$ cat src/rtl/vend_pkg.sv
// Shared types and constants for the vending machine payout path.
package vend_pkg;

    localparam int AMT_W_DEF  = 5;
    localparam int CNT_W_DEF  = 6;
    localparam int ACK_TO_DEF = 15;

    localparam int COIN_1Y_UNITS = 2;
    localparam int COIN_05_UNITS = 1;

    typedef enum logic [2:0] {
        S_IDLE,
        S_CHECK,
        S_SELECT,
        S_WAIT,
        S_DONE,
        S_ERR
    } vend_disp_state_t;

endpackage

$ cat src/rtl/vend_ack_timer.sv
// Loadable down-counter with a terminal-count flag.
// Shared by the coin-accept and coin-payout paths.
module vend_ack_timer #(
    parameter int W = 4
) (
    input  logic         clk,
    input  logic         rst,
    input  logic         load,
    input  logic         en,
    input  logic [W-1:0] load_val,
    output logic         expired
);

    logic [W-1:0] count;

    always_ff @(posedge clk or posedge rst) begin
        if (rst) begin
            count <= '0;
        end else if (load) begin
            count <= load_val;
        end else if (en && count != '0) begin
            count <= count - 1'b1;
        end
    end

    assign expired = (count == '0);

endmodule

$ cat src/rtl/vend_change_dispenser.sv
// Change payout: greedy 1-yuan then 5-jiao coins, one hopper-acked eject per coin.
// Optional VEND_COIN_INV_EN adds per-coin inventory counters and a feasibility check.
//
// state  | meaning
// IDLE   | ready for a change request
// CHECK  | zero / feasibility test on the latched amount
// SELECT | eject pulse for the chosen coin is on the output
// WAIT   | waiting for the hopper ack, ack timer running
// DONE   | one-cycle done pulse
// ERR    | insufficient change or jam, held until err_clr
module vend_change_dispenser
    import vend_pkg::*;
#(
    parameter int AMT_W  = AMT_W_DEF,
    parameter int CNT_W  = CNT_W_DEF,
    parameter int ACK_TO = ACK_TO_DEF
) (
    input  logic             clk,
    input  logic             rst,
    input  logic             req_valid,
    input  logic [AMT_W-1:0] req_amount,
    output logic             req_ready,
    input  logic             disp_ack,
    output logic             coin1_out,
    output logic             coin05_out,
    output logic             busy,
    output logic             done,
    output logic             err,
    input  logic             err_clr,
    output logic [AMT_W-1:0] remaining
`ifdef VEND_COIN_INV_EN
    ,
    input  logic             inv_load,
    input  logic [CNT_W-1:0] inv_1y_in,
    input  logic [CNT_W-1:0] inv_05_in,
    output logic [CNT_W-1:0] inv_1y,
    output logic [CNT_W-1:0] inv_05
`endif
);

    localparam int TMR_W = $clog2(ACK_TO + 1);
    localparam int FW    = ((AMT_W > CNT_W) ? AMT_W : CNT_W) + 1;

    vend_disp_state_t state;
    logic             ready_q;
    logic             coin_is_1y;
    logic             accept;
    logic             tmr_expired;
    logic             feasible;
    logic             sel_1y_chk;
    logic             sel_1y_ack;
    logic [AMT_W-1:0] coin_units;
    logic [AMT_W-1:0] rem_after;
    logic [CNT_W-1:0] inv1_q;
    logic [CNT_W-1:0] inv05_q;
    logic [CNT_W-1:0] inv1_after;
    logic [FW-1:0]    amt_f;
    logic [FW-1:0]    half_f;
    logic [FW-1:0]    inv1_f;
    logic [FW-1:0]    use1_f;
    logic [FW-1:0]    rest_f;

`ifdef VEND_COIN_INV_EN
    always_ff @(posedge clk or posedge rst) begin
        if (rst) begin
            inv1_q  <= '0;
            inv05_q <= '0;
        end else if (state == S_IDLE && inv_load) begin
            inv1_q  <= inv_1y_in;
            inv05_q <= inv_05_in;
        end else if (state == S_WAIT && disp_ack) begin
            if (coin_is_1y) inv1_q  <= inv1_q - 1'b1;
            else            inv05_q <= inv05_q - 1'b1;
        end
    end

    assign inv_1y     = inv1_q;
    assign inv_05     = inv05_q;
    assign inv1_after = coin_is_1y ? inv1_q - 1'b1 : inv1_q;
    // A same-cycle inventory load takes priority over a new request.
    assign req_ready  = ready_q & ~inv_load;
`else
    // Unlimited hopper: saturated counts make CHECK and the 1-yuan choice always pass.
    assign inv1_q     = '1;
    assign inv05_q    = '1;
    assign inv1_after = '1;
    assign req_ready  = ready_q;
`endif

    assign accept = req_valid & req_ready;

    // Greedy feasibility: use as many 1-yuan coins as possible, 5-jiao for the rest.
    assign amt_f    = FW'(remaining);
    assign half_f   = amt_f >> 1;
    assign inv1_f   = FW'(inv1_q);
    assign use1_f   = (inv1_f < half_f) ? inv1_f : half_f;
    assign rest_f   = amt_f - (use1_f << 1);
    assign feasible = (rest_f <= FW'(inv05_q));

    assign coin_units = coin_is_1y ? AMT_W'(COIN_1Y_UNITS) : AMT_W'(COIN_05_UNITS);
    assign rem_after  = remaining - coin_units;
    assign sel_1y_chk = (remaining >= AMT_W'(COIN_1Y_UNITS)) && (inv1_q != '0);
    assign sel_1y_ack = (rem_after >= AMT_W'(COIN_1Y_UNITS)) && (inv1_after != '0);

    // Loaded during SELECT so WAIT gives ACK_TO cycles for the ack.
    vend_ack_timer #(
        .W (TMR_W)
    ) u_ack_timer (
        .clk      (clk),
        .rst      (rst),
        .load     (state == S_SELECT),
        .en       (state == S_WAIT),
        .load_val (TMR_W'(ACK_TO - 1)),
        .expired  (tmr_expired)
    );

    always_ff @(posedge clk or posedge rst) begin
        if (rst) begin
            state      <= S_IDLE;
            ready_q    <= 1'b1;
            coin1_out  <= 1'b0;
            coin05_out <= 1'b0;
            busy       <= 1'b0;
            done       <= 1'b0;
            err        <= 1'b0;
            remaining  <= '0;
            coin_is_1y <= 1'b0;
        end else begin
            coin1_out  <= 1'b0;
            coin05_out <= 1'b0;
            done       <= 1'b0;
            case (state)
                S_IDLE: begin
                    if (accept) begin
                        remaining <= req_amount;
                        ready_q   <= 1'b0;
                        busy      <= 1'b1;
                        state     <= S_CHECK;
                    end
                end
                S_CHECK: begin
                    if (remaining == '0) begin
                        done  <= 1'b1;
                        state <= S_DONE;
                    end else if (!feasible) begin
                        err   <= 1'b1;
                        busy  <= 1'b0;
                        state <= S_ERR;
                    end else begin
                        coin_is_1y <= sel_1y_chk;
                        coin1_out  <= sel_1y_chk;
                        coin05_out <= ~sel_1y_chk;
                        state      <= S_SELECT;
                    end
                end
                S_SELECT: begin
                    state <= S_WAIT;
                end
                S_WAIT: begin
                    if (disp_ack) begin
                        remaining <= rem_after;
                        if (rem_after == '0) begin
                            done  <= 1'b1;
                            state <= S_DONE;
                        end else begin
                            coin_is_1y <= sel_1y_ack;
                            coin1_out  <= sel_1y_ack;
                            coin05_out <= ~sel_1y_ack;
                            state      <= S_SELECT;
                        end
                    end else if (tmr_expired) begin
                        err   <= 1'b1;
                        busy  <= 1'b0;
                        state <= S_ERR;
                    end
                end
                S_DONE: begin
                    busy    <= 1'b0;
                    ready_q <= 1'b1;
                    state   <= S_IDLE;
                end
                S_ERR: begin
                    if (err_clr) begin
                        err       <= 1'b0;
                        remaining <= '0;
                        ready_q   <= 1'b1;
                        state     <= S_IDLE;
                    end
                end
                default: begin
                    state <= S_IDLE;
                end
            endcase
        end
    end

endmodule
$ cat config.mk
export PLATFORM = sky130hd
export DESIGN_NAME = vend_change_dispenser
export DESIGN_NICKNAME = d
export VERILOG_FILES = /design/src/rtl/vend_pkg.sv /design/src/rtl/vend_ack_timer.sv /design/src/rtl/vend_change_dispenser.sv
export SDC_FILE = /design/constraint.sdc
export NUM_CORES = 1
export LEC_CHECK = 0
export ABC_AREA = 1
export ABC_CLOCK_PERIOD_IN_PS = 4500
export CAP_MARGIN = 20
export CELL_PAD_IN_SITES_DETAIL_PLACEMENT = 1
export CELL_PAD_IN_SITES_GLOBAL_PLACEMENT = 2
export CORE_MARGIN = 4
export CORE_UTILIZATION = 31
export DETAILED_ROUTE_END_ITERATION = 10
export GPL_ROUTABILITY_DRIVEN = 0
export PLACE_DENSITY_LB_ADDON = 0.1
export SYNTH_ARGS = -nofsm -noshare
export SYNTH_HDL_FRONTEND = slang
export SYNTH_SLANG_ARGS = --single-unit
$ cat constraint.sdc
create_clock -name clk -period 4.5 [get_ports clk]
set_clock_uncertainty 0.05 [all_clocks]
set_input_delay 0.45 -clock clk [delete_from_list [all_inputs] [get_ports clk]]
set_output_delay 0.45 -clock clk [all_outputs]
set_load 0.05 [all_outputs]
==> impl_results.md <==
* Die Y at roughly 69 um
* Drt initial violations at 19
* WP depth at 1
* Area share of the leading cell type in the synthesized netlist at 0.388
* Post-route ant nets at 0
* Reg2Reg Depth at 8
* Worst min path class: reg2reg
* Post-DR vias/cell at 4.75
* Outcome: completed
* Total power at around 1.2 mW
* Crit path max-delay cell type: clkdlybuf4s50_1
* CTS Sinks at 19
* Hold Startpoint: req_ready
* Pre-CTS WS at 2500 ps
* Max-Cap Viols at 0
* First-pass GRT wire length at ~5300 um
* Crit. End Element: primary output
* Setup ws final at roughly 2400 ps
* Number of global-route vias before repair at ~1.2k
* R2R setup slack at between 2000 and 2500 ps
* Post-synth top area cell: dfrtp_1
* Starting Density at 0.334
* Port bufs at 20
* Clk slew on worst S/H paths at ~80 ps
* Final nets at 194
* Share of layout cells above drive strength 1 at 0.0782
* Post-Syn Instances at 155
* Max_slew headroom at 0.468
* P&R area growth vs syn at 26.2%
* DP HPWL at approximately 2400 um
* Placed instance area at approximately 1400 um2
* Yosys warnings at 0
* Most common cell after layout, fill and taps aside: nand2_1
* Worst-Skew Late Latency at 260 ps
* CTS tree: yes
* Worst setup SP type: register
* Met3 Routed Length at ~74 um
* Final Hold Fails at 0
* Most frequent cells in the layout: 33 x nand2_1, 26 x inv_1, 20 x clkdlybuf4s50_1
* Sum Neg Setup Slack at 0 ps
* Crit path max-delay family: buffers and inverters
* Hold depth at 2
* P_leak at 0.751 nW
* All-layer global routing usage at 0.135
* Synthesized net count at between 150 and 200
* Worst path max stage delay at roughly 800 ps
* Critical path fanouts, max at 3
* Hold_buf cts at 0
* Design area at 1460 um2
* FF-to-FF Start: remaining[0]
* Critical path buffers and inverters at 1
* Ant. Diodes at 0
* Inst Count DP at 221
* Seq/Total Area, Yosys at 0.411
* Routed wire length at just under 3000 um
* CTS Buf Count at 3
* Pin count of the biggest net entering global routing at 20
* Synth area leaders: dfrtp_1 39%, nand2_1 11%, inv_1 8.4%, nand3_1 7.3%, nor2_1 6.1%
* Hold path endpoint: req_ready
* Met2 wire length at between 1000 and 1500 um
* Core area at ~3500 um2
* WS Path Type: reg2out
* Tmin final at about 2100 ps
* Die extent in x at ~69 um
* Drt first pass iters at 4
* Post-CTS sizing at 0
* Syn avg cell area at between 7 and 8 um2
* Max layer used: met4
* Die Area at between 4000 and 5000 um2
* Finished Layout Cells at around 230
* Fin. max-slew vios at 0
* Register bit total from synthesis at 19
* FP Rows at 21
* CTS HTree Levels at 1
* Worst slew pin tran at around 800 ps
* Routed met1 length at 1380 um
* Mean routed wirelength per cell at roughly 13 um
* Number of top-level pins at 21
* RR Endpoint: coin_is_1y
* Initial antenna violation count at 0
* Period utilization at 0.467
* Cells along the critical path: clkdlybuf4s50_1
* Via count at 1068
* Power per Cell Area at between 800 and 900 nW/um2
* Worst EP required at 4000 ps
* Setup-failing EPs final at 0
* CP Data Arrival Time at around 1600 ps
* Synthesized area at between 1000 and 1500 um2
* Peak VDD IR at 0.322 mV
* Grt total ovfl at 0
* Max Clock Freq at around 0.48 GHz
* RSZ-0062 raised after global routing: no
* Root Buffer Master: clkbuf_8
* DRC Markers at 0
* Netlist cell types at 24
* Clock buffer depth at 2
* Setup Fix Bufs, Post-CTS at 0
## cell usage after synthesis, drive strengths merged
master and n:
nand2 36, inv 27, nor2 20, nand3 19, dfrtp 18, a21oi 9
o21ai 9, ha 3, nor3 3, clkinv 2, xor2 2, a31oi 1
dfstp 1, fa 1, nand4 1, o211ai 1, o41ai 1, or2 1
## kinds of logic (layout without fill, tap and decap cells)
kind of cell	after synthesis	count (layout)	share of synthesized area
and+or+nand+nor	80	80	0.328
buffers and inverters	29	53	0.0992
AOI/OAI and AO/OA	21	21	0.0971
DFF	19	19	0.411
adders and majority gates	4	4	0.0496
xor gates and xnor gates	2	2	0.0151
## power breakdown
| part | leakage (nW) | internal (mW) | switching [mW] |
|---|---|---|---|
| clock | 0.0255 | 0.0616 | 0.0609 |
| combinational | 0.504 | 0.255 | 0.524 |
| sequential | 0.222 | 0.251 | 0.0693 |
| total | 0.751 | 0.567 | 0.654 |
## worst max path at each step
stage / startpoint / end / slack (ps)
6_report: req_ready / req_ready / 2400
4_1_cts: req_ready / req_ready / 2380
3_5_place_dp: remaining[0] / coin_is_1y / 2500
5_1_grt: req_ready / req_ready / 2350
2_1_floorplan: remaining[0] / coin_is_1y / 2280
3_3_place_gp: remaining[0] / coin_is_1y / 2560
## stage by stage
stage | utilization | hold WS [ps]
global route | 0.422 | 498
global placement | 0.409 | 431
CTS | 0.422 | 459
detailed placement | 0.409 | 446
floorplan | - | 350
finish | 0.422 | 454
## cell type report
cell class | count | area [um2]
fillers | 458 | 2000
multi-input cells | 107 | 568
flip-flops and latches | 19 | 477
repair buffers | 20 | 200
inverters | 29 | 115
well taps | 46 | 57.6
clock buffers | 3 | 41.3
clock inverters | 1 | 5.00
## flip-flops by register name, summed over array words and instances, names as in the netlist
register / flops
u_ack_timer.count: 4
coin1_out: 1
remaining: 5
done: 1
req_ready: 1
state: 3
err: 1
coin_is_1y: 1
coin05_out: 1
busy: 1
## routing by layer
| layer | global-route usage | vias to the layer above |
|---|---|---|
| met5 | 0 | - |
| met4 | 0.0456 | 0 |
| met3 | 0.0160 | 4 |
| met2 | 0.237 | 18 |
| met1 | 0.171 | 504 |
| li1 | - | 542 |
Power figures use the tool's default switching activity.
